<file path="config.mk">
export PLATFORM = sky130hd
export DESIGN_NAME = pcm9211_mpio_sequencer
export DESIGN_NICKNAME = d
export VERILOG_FILES = /design/src/rtl/pcm9211_pkg.sv /design/src/rtl/pcm9211_poll_timer.sv /design/src/rtl/pcm9211_mpio_sequencer.sv
export SDC_FILE = /design/constraint.sdc
export NUM_CORES = 1
export LEC_CHECK = 0
export ABC_AREA = 1
export CAP_MARGIN = 20
export CORE_MARGIN = 2
export CORE_UTILIZATION = 45
export CTS_CLUSTER_DIAMETER = 40
export DETAILED_ROUTE_END_ITERATION = 10
export PLACE_DENSITY = 0.7
export REMOVE_ABC_BUFFERS = 1
export SLEW_MARGIN = 40
export SYNTH_ARGS = -nofsm -noshare
export SYNTH_HDL_FRONTEND = slang
export SYNTH_SLANG_ARGS = --single-unit
export TNS_END_PERCENT = 50
</file>
<file path="constraint.sdc">
create_clock -name clk -period 1.8 [get_ports clk]
set_clock_uncertainty 0.15 [all_clocks]
set_input_delay 0.36 -clock clk [delete_from_list [all_inputs] [get_ports clk]]
set_output_delay 0.36 -clock clk [all_outputs]
set_load 0.1 [all_outputs]
</file>
<file path="src/rtl/pcm9211_pkg.sv">
// Shared definitions for the PCM9211 MPIO sequencer: FSM states,
// mpio_control bit positions and default timing constants.
package pcm9211_pkg;

  typedef enum logic [2:0] {
    ST_IDLE,
    ST_WR_SETUP,
    ST_WR_HOLD,
    ST_RD_TURN,
    ST_RD_STROBE,
    ST_RD_CAPTURE
  } seq_state_t;

  localparam int MPIO_CTL_STROBE = 0;
  localparam int MPIO_CTL_DRIVE  = 1;

  localparam int DEF_SETUP_CYC   = 4;
  localparam int DEF_STROBE_CYC  = 2;
  localparam int DEF_HOLD_CYC    = 4;
  localparam int DEF_CAPTURE_CYC = 2;
  localparam int DEF_POLL_DIV    = 1024;

endpackage

</file>
<file path="src/rtl/pcm9211_poll_timer.sv">
// Free-running poll divider. Counts 0..POLL_DIV-1 while enabled and
// asserts tick on the wrap cycle; disabling parks the count at 0 so the
// next enable always starts a full period.
module pcm9211_poll_timer
  import pcm9211_pkg::*;
#(
  parameter int POLL_DIV = DEF_POLL_DIV
) (
  input  logic clk,
  input  logic reset_n,
  input  logic enable,
  output logic tick
);

  localparam int CW = $clog2(POLL_DIV);
  localparam logic [CW-1:0] LAST = CW'(POLL_DIV - 1);

  logic [CW-1:0] count;

  // Divider count: held at zero while disabled, wraps at POLL_DIV-1.
  always_ff @(posedge clk) begin
    if (!reset_n) begin
      count <= '0;
    end else if (!enable) begin
      count <= '0;
    end else if (count == LAST) begin
      count <= '0;
    end else begin
      count <= count + CW'(1);
    end
  end

  assign tick = enable && (count == LAST);

endmodule

</file>
<file path="src/rtl/pcm9211_mpio_sequencer.sv">
// Turns register-file write/read requests and periodic poll ticks into
// timed drive-enable and sample strobes for the MPIO interface stage,
// captures read results and flags changes between successive polls.
module pcm9211_mpio_sequencer
  import pcm9211_pkg::*;
#(
  parameter int SETUP_CYC   = DEF_SETUP_CYC,
  parameter int STROBE_CYC  = DEF_STROBE_CYC,
  parameter int HOLD_CYC    = DEF_HOLD_CYC,
  parameter int CAPTURE_CYC = DEF_CAPTURE_CYC,
  parameter int POLL_DIV    = DEF_POLL_DIV
) (
  input  logic       clk,
  input  logic       reset_n,
  input  logic       wr_req,
  input  logic [7:0] wr_data,
  input  logic       rd_req,
  input  logic       poll_en,
  input  logic       irq_clr,
  output logic [7:0] mpio_control,
  output logic [7:0] mpio_wr_reg,
  input  logic [7:0] mpio_rd_reg,
  output logic [7:0] rd_data,
  output logic       rd_valid,
  output logic       busy,
  output logic       change_irq
);

  localparam logic [7:0] SETUP_LOAD   = 8'(SETUP_CYC - 1);
  localparam logic [7:0] STROBE_LOAD  = 8'(STROBE_CYC - 1);
  localparam logic [7:0] HOLD_LOAD    = 8'(HOLD_CYC - 1);
  localparam logic [7:0] CAPTURE_LOAD = 8'(CAPTURE_CYC - 1);

  seq_state_t state;
  logic [7:0] cnt;
  logic       wr_pend;
  logic       rd_pend;
  logic       poll_pend;
  logic       cur_poll;
  logic       strobe;
  logic       drive;
  logic       baseline_valid;
  logic [7:0] shadow;
  logic [7:0] prev_poll;
  logic       poll_tick;
  logic       cnt_done;

  pcm9211_poll_timer #(
    .POLL_DIV(POLL_DIV)
  ) u_poll_timer (
    .clk    (clk),
    .reset_n(reset_n),
    .enable (poll_en),
    .tick   (poll_tick)
  );

  assign cnt_done = (cnt == 8'd0);
  assign busy     = (state != ST_IDLE);

  // Only the strobe and drive bits are ever used; the rest stay low.
  always_comb begin
    mpio_control                  = '0;
    mpio_control[MPIO_CTL_STROBE] = strobe;
    mpio_control[MPIO_CTL_DRIVE]  = drive;
  end

  // Sequencer FSM with request flags; request capture sits after the
  // state case so a new request in the dispatch cycle is not lost, and
  // a poll change outranks irq_clr in the same cycle.
  always_ff @(posedge clk) begin
    if (!reset_n) begin
      state          <= ST_IDLE;
      cnt            <= '0;
      wr_pend        <= 1'b0;
      rd_pend        <= 1'b0;
      poll_pend      <= 1'b0;
      cur_poll       <= 1'b0;
      strobe         <= 1'b0;
      drive          <= 1'b0;
      baseline_valid <= 1'b0;
      shadow         <= '0;
      prev_poll      <= '0;
      mpio_wr_reg    <= '0;
      rd_data        <= '0;
      rd_valid       <= 1'b0;
      change_irq     <= 1'b0;
    end else begin
      rd_valid <= 1'b0;
      if (irq_clr) begin
        change_irq <= 1'b0;
      end

      case (state)
        ST_IDLE: begin
          if (wr_pend) begin
            state       <= ST_WR_SETUP;
            cnt         <= SETUP_LOAD;
            mpio_wr_reg <= shadow;
            drive       <= 1'b1;
            wr_pend     <= 1'b0;
          end else if (rd_pend) begin
            state    <= ST_RD_TURN;
            cnt      <= SETUP_LOAD;
            cur_poll <= 1'b0;
            rd_pend  <= 1'b0;
          end else if (poll_pend && poll_en) begin
            state     <= ST_RD_TURN;
            cnt       <= SETUP_LOAD;
            cur_poll  <= 1'b1;
            poll_pend <= 1'b0;
          end
        end

        ST_WR_SETUP: begin
          if (cnt_done) begin
            state <= ST_WR_HOLD;
            cnt   <= HOLD_LOAD;
          end else begin
            cnt <= cnt - 8'd1;
          end
        end

        ST_WR_HOLD: begin
          if (cnt_done) begin
            state <= ST_IDLE;
            drive <= 1'b0;
          end else begin
            cnt <= cnt - 8'd1;
          end
        end

        ST_RD_TURN: begin
          if (cnt_done) begin
            state  <= ST_RD_STROBE;
            cnt    <= STROBE_LOAD;
            strobe <= 1'b1;
          end else begin
            cnt <= cnt - 8'd1;
          end
        end

        ST_RD_STROBE: begin
          if (cnt_done) begin
            state  <= ST_RD_CAPTURE;
            cnt    <= CAPTURE_LOAD;
            strobe <= 1'b0;
          end else begin
            cnt <= cnt - 8'd1;
          end
        end

        ST_RD_CAPTURE: begin
          if (cnt_done) begin
            state   <= ST_IDLE;
            rd_data <= mpio_rd_reg;
            if (cur_poll) begin
              if (baseline_valid && (mpio_rd_reg != prev_poll)) begin
                change_irq <= 1'b1;
              end
              prev_poll      <= mpio_rd_reg;
              baseline_valid <= 1'b1;
            end else begin
              rd_valid <= 1'b1;
            end
          end else begin
            cnt <= cnt - 8'd1;
          end
        end

        default: begin
          state  <= ST_IDLE;
          strobe <= 1'b0;
          drive  <= 1'b0;
        end
      endcase

      if (wr_req) begin
        wr_pend <= 1'b1;
        shadow  <= wr_data;
      end
      if (rd_req) begin
        rd_pend <= 1'b1;
      end
      if (poll_tick) begin
        poll_pend <= 1'b1;
      end
      if (!poll_en) begin
        poll_pend <= 1'b0;
      end
    end
  end

endmodule

</file>
Word level (Yosys, flattened, before mapping)
Cells that the tools add are included.
{ "totals": {"memories": 0, "elab_cells": 108, "out_inout_bits": 27, "rom_bits": 0, "mem_bits_rw": 0, "inputBits": 22, "reg_bits": 62, "latch_bits": 0} }
{ "classes": {"add_sub_neg": 2, "n_bitwise": 5, "n_shift": 0, "div_mod_pow": 0, "n_eq_ne": 18, "n_lt_le_gt_ge": 0, "n_reduce_logical": 29, "muxes": 38, "mul": 0} }
{ "op_table": {"columns": ["op", "count"], "rows": [
  ["2-to-1 mux 8 bit", 6],
  ["case mux 8 bit (4 select lines)", 1],
  ["2-to-1 mux 1 bit", 21],
  ["2-to-1 mux 3 bit", 7],
  ["AND reduction 3 bit", 6],
  ["case mux 3 bit (5 select lines)", 1],
  ["inequality test 2 bit, second input constant", 7],
  ["adder 10 x 1 -> 10 bit, second input constant", 1],
  ["equality test 10 bit, second input constant", 1],
  ["nonzero test 2 bit", 5],
  ["logical NOT 8 bit", 1],
  ["inequality test 8 bit", 1],
  ["AND reduction 2 bit", 4],
  ["OR reduction 4 bit", 2],
  ["subtractor 8 x 1 -> 8 bit, second input constant", 1],
  ["equality test 3 x 2 -> 1 bit, second input constant", 2],
  ["equality test 3 bit, second input constant", 2],
  ["inequality test 2 x 1 -> 1 bit, second input constant", 3],
  ["case mux 1 bit (3 select lines)", 2],
  ["inverter 1 bit", 5],
  ["AND reduction 5 bit", 1],
  ["inequality test 4 bit, second input constant", 1],
  ["AND reduction 4 bit", 1],
  ["nonzero test 4 bit", 1],
  ["6 further kinds", 9]
]} }

Logic depth before layout (Yosys ltp)
{ "depth": {"ltp_word": 6, "depth_mapped": 11, "ltp_nobuf": 10} }

Cells and area by module
A second synthesis with hierarchy kept.
{ "hier_totals": {"hier_cells": 411, "hier_area_um2": 3055.4} }
{ "modules_own_cells": {"columns": ["module", "cells_each", "instances", "seq_area_each_um2", "area_each_um2"], "rows": [
  ["pcm9211_mpio_sequencer", 350, 1, 1041.0, 2586.2],
  ["pcm9211_poll_timer", 61, 1, 200.2, 469.2]
]} }

Least setup slack after synthesis
OpenSTA, ideal clock, no wires.
{ "synth_timing": {"kind": "reg2out", "from": "register state[0]", "to": "output port busy", "required_time_ps": 1290, "path_buffers": 1, "arrival_time_ps": 1191, "slack_ps": 99, "stages_incl_launch_ff": 4, "cell_sequence": "dfxtp_1 -> clkbuf_2 -> nor2_4 -> nand2_1"} }
{ "synth_via": {"elab_chain_len": 1} }
{ "synth_rtl": {"columns": ["item", "line_no", "source"], "rows": [
  ["start: declaration", "pcm9211_mpio_sequencer.sv:34", "seq_state_t state;"],
  ["start signal: assignment", "pcm9211_mpio_sequencer.sv:72", "state <= ST_IDLE;"],
  ["start signal: assignment", "pcm9211_mpio_sequencer.sv:96", "state <= ST_WR_SETUP;"],
  ["start signal: assignment", "pcm9211_mpio_sequencer.sv:102", "state <= ST_RD_TURN;"],
  ["nonzero test 3 bit", "pcm9211_mpio_sequencer.sv:58", "assign busy = (state != ST_IDLE);"],
  ["end: declaration", "pcm9211_mpio_sequencer.sv:25", "output logic busy,"]
]} }
No other way between the ends.

Worst setup path after layout
{ "layout_timing": {"from": "register state[1]", "to": "output port busy"} }
The elaborated chain is that of the path after synthesis.

==> results.sh <==
export IMPL_status="finished, final reports clean"
export IMPL_cts_tree="yes"
export IMPL_worstSetupEndpointType="output pin"
export IMPL_clkTransAtPathRegs_ns=0.06
export IMPL_crit_required_ns=1.29
export IMPL_p_clk_share_pct=20.8
export IMPL_grt_pass1_wl_microns=10100
export IMPL_dpl_hpwl_microns=4090
export IMPL_critPathArrivalTime_ns=1.21
export IMPL_synth_top_cell_area_share_pct=43.5
export IMPL_fmaxAchievable_mhz=580
export IMPL_clock_latency_ns=0.33
export IMPL_portBuffers=42
export IMPL_core_area_sq_mm=0.00603
export IMPL_fp_dieW_microns=83.6
export IMPL_vdd_ir_drop_max_v=0.000977
export IMPL_critPathKind="reg -> out"
export IMPL_hp_class="reg -> reg"
export IMPL_power_density_mw_per_mm2=1550
export IMPL_dr_pass1_iters=4
export IMPL_drv_cap=0
export IMPL_cp_slowest_cell="dfxtp_1"
export IMPL_netlist_area_sq_mm=0.00285
export IMPL_cts_hold_buf=0
export IMPL_ys_top_cells_by_count="65 x nand2_1, 62 x dfxtp_1, 57 x nor2_1, 44 x inv_1, 34 x a21oi_1"
export IMPL_nFillCells=509
export IMPL_synth_area_leader_cell="dfxtp_1"
export IMPL_synth_edff_count=0
export IMPL_clock_path_buffers=2
export IMPL_grt_max_degree=24
export IMPL_overflow=0
export IMPL_synthToLayoutAreaGrowth_pct=34.8
export IMPL_top_register="u_poll_timer.count"
export IMPL_crit_buf_inv=1
export IMPL_layout_setup_ws_ns=0.0765
export IMPL_syn_avg_cell_area_sq_um=7.36
export IMPL_dieArea_sq_mm=0.00699
export IMPL_fin_nets=465
export IMPL_finalWirelength_microns=5710
export IMPL_cp_max_fo=5
export IMPL_power_internal_mw=3.42
export IMPL_grt_pass1_vias=2313
export IMPL_post_route_util_pct=63.8
export IMPL_m1WireLength_microns=2700
export IMPL_largest_reg_flops=10
export IMPL_synth_seq_cells=62
export IMPL_hold_depth=1
export IMPL_gp_congestion=0.851
export IMPL_num_antenna_cells=0
export IMPL_setup_viol=0
export IMPL_fin_crit_sh_pct=95.7
export IMPL_top_layer="met4"
export IMPL_drive_gt1_share_pct=16.2
export IMPL_antenna_left=0
export IMPL_ioPinCount=49
export IMPL_grt_use_total_pct=17.2
export IMPL_start_util_pct=47.3
export IMPL_wire_per_inst_microns=11.0
export IMPL_postLayoutCellArea_sq_mm=0.00384
export IMPL_dp_slack_ns=-0.170
export IMPL_fp_dieH_microns=83.6
export IMPL_combPwrFrac_pct=49.3
export IMPL_antenna_found_initial=0
export IMPL_cp_num_cells=3
export IMPL_cp_top_family="flip-flops"
export IMPL_ys_flop_type="dfxtp_1"
export IMPL_clock_sinks=62
export IMPL_crit_chain="nor2_4 -> nand2_1 -> buf_12"
export IMPL_first_iter_violations=85
export IMPL_seqPwrFrac_pct=29.8
export IMPL_remaining_drc_errors=0
export IMPL_rsz0062_at_grt="no"
export IMPL_synthCells=387
export IMPL_yosysMostFrequentCell="nand2_1"
export IMPL_wl_met2_microns=2650
export IMPL_numCtsBuffers=9
export IMPL_critPathMaxStageDelay_ns=0.48
export IMPL_htree_levels=3
export IMPL_ys_seq_area_share_pct=43.5
export IMPL_netlist_top_cells_area="dfxtp_1 44%, nand2_1 8.6%, nor2_1 7.5%, a21oi_1 6.0%, inv_1 5.8%"
export IMPL_yosysUniqueCellTypes=31
export IMPL_hold_viol=0
export IMPL_rr_worst_depth=9
export IMPL_synthArstFlopShare_pct=0
export IMPL_clock_root_buffer="clkbuf_8"
export IMPL_routed_wl_met3_microns=303
export IMPL_power_switching_mw=2.54
export IMPL_vias=2528
export IMPL_rows=28
export IMPL_dpl_cell_area_sq_mm=0.00361
export IMPL_ys_warn_count=0
export IMPL_drt_vias_per_instance=4.86
export IMPL_setup_worst_path_start_class="flop"
export IMPL_power_leakage_nw=1.56
export IMPL_drv_slew=0
export IMPL_switching_share_pct=42.6
export IMPL_post_route_min_period_ns=1.72
==> path summary, 6_finish.rpt <==
| kind | startpoint | to | slack (ns) |
|---|---|---|---|
| worst max register to register | cnt[1] | state[2] | 0.19 |
| worst min-delay path | u_poll_timer.count[0] | u_poll_timer.count[0] | 0.30 |
| worst max-delay path | state[1] | busy | 0.08 |
| worst min register to register | u_poll_timer.count[0] | u_poll_timer.count[0] | 0.30 |
==> power by group through the flow <==
stage	Combinational [mW]	Clock, mW	Sequential (mW)
detailed placement	2.89	0	1.80
global placement	2.85	0	1.79
finish	2.94	1.24	1.78
floorplan	1.60	0	2.13
CTS	2.90	1.28	1.77
global route	3.26	1.34	1.81
==> worst register-to-register path: stages, from the launching register on <==
cell	delay [ns]
dfxtp_1	0.31
inv_1	0.07
ha_2	0.20
nand2_2	0.11
nor2_8	0.16
inv_1	0.09
nand2_1	0.12
nand2_1	0.08
o21ai_0	0.16
nor2_1	0.06
==> cells by family after synthesis <==
logic type,synth area share (%)
and+or+nand+nor,27.0
adders and majority gates,0.878
xor gates and xnor gates,4.92
AOI/OAI and AO/OA,12.2
buffers and inverters,11.3
other,0.132
DFF,43.5
==> cell usage in the layout, fill, tap and decap left out, types with 2 or more instances in the layout <==
cell,count
a211oi_1,5
a21oi_1,34
buf_12,24
buf_4,14
clkbuf_8,12
clkdlybuf4s50_1,21
conb_1,6
dfxtp_1,60
dfxtp_2,2
inv_1,44
inv_2,2
nand2_1,65
nand2_2,3
nand3_1,26
nand3_2,3
nand4_1,10
nor2_1,57
nor2_2,2
nor3_1,2
o21ai_0,24
xnor2_1,12
xor2_1,4
==> per-stage QoR <==
step	setup TNS (ns)	power, mW	hold WS [ns]	instances
finish	0	5.96	0.298	520
detailed placement	-1.17	4.69	0.292	504
CTS	0	5.96	0.302	519
global placement	-0.617	4.64	0.283	504
global route	0	6.41	0.313	520
floorplan	0	3.73	0.268	371
==> metal layers <==
layer	up-vias	track usage, %
met2	57	27.6
met4	0	4.69
met3	6	6.43
met5	-	0
met1	1129	21.8
li1	1336	-
==> area by class of cell <==
type                    instances  area, sq um  share of cell area, %
well taps                      75         93.8                   2.44
repair buffers                 59          796                   20.7
clock inverters                 3         42.5                   1.11
clock buffers                  12          165                   4.30
multi-input cells             261         1320                   34.3
inverters                      48          183                   4.75
flip-flops and latches         62         1240                   32.4
==> repair_timing <==
item                                    CTS  global route
buffers inserted                          0             1
gates resized for setup                   1             4
pin swaps                                 0             2
gates cloned                              0             0
endpoints found under the setup margin    1            25
(Power assumes the default switching activity.)
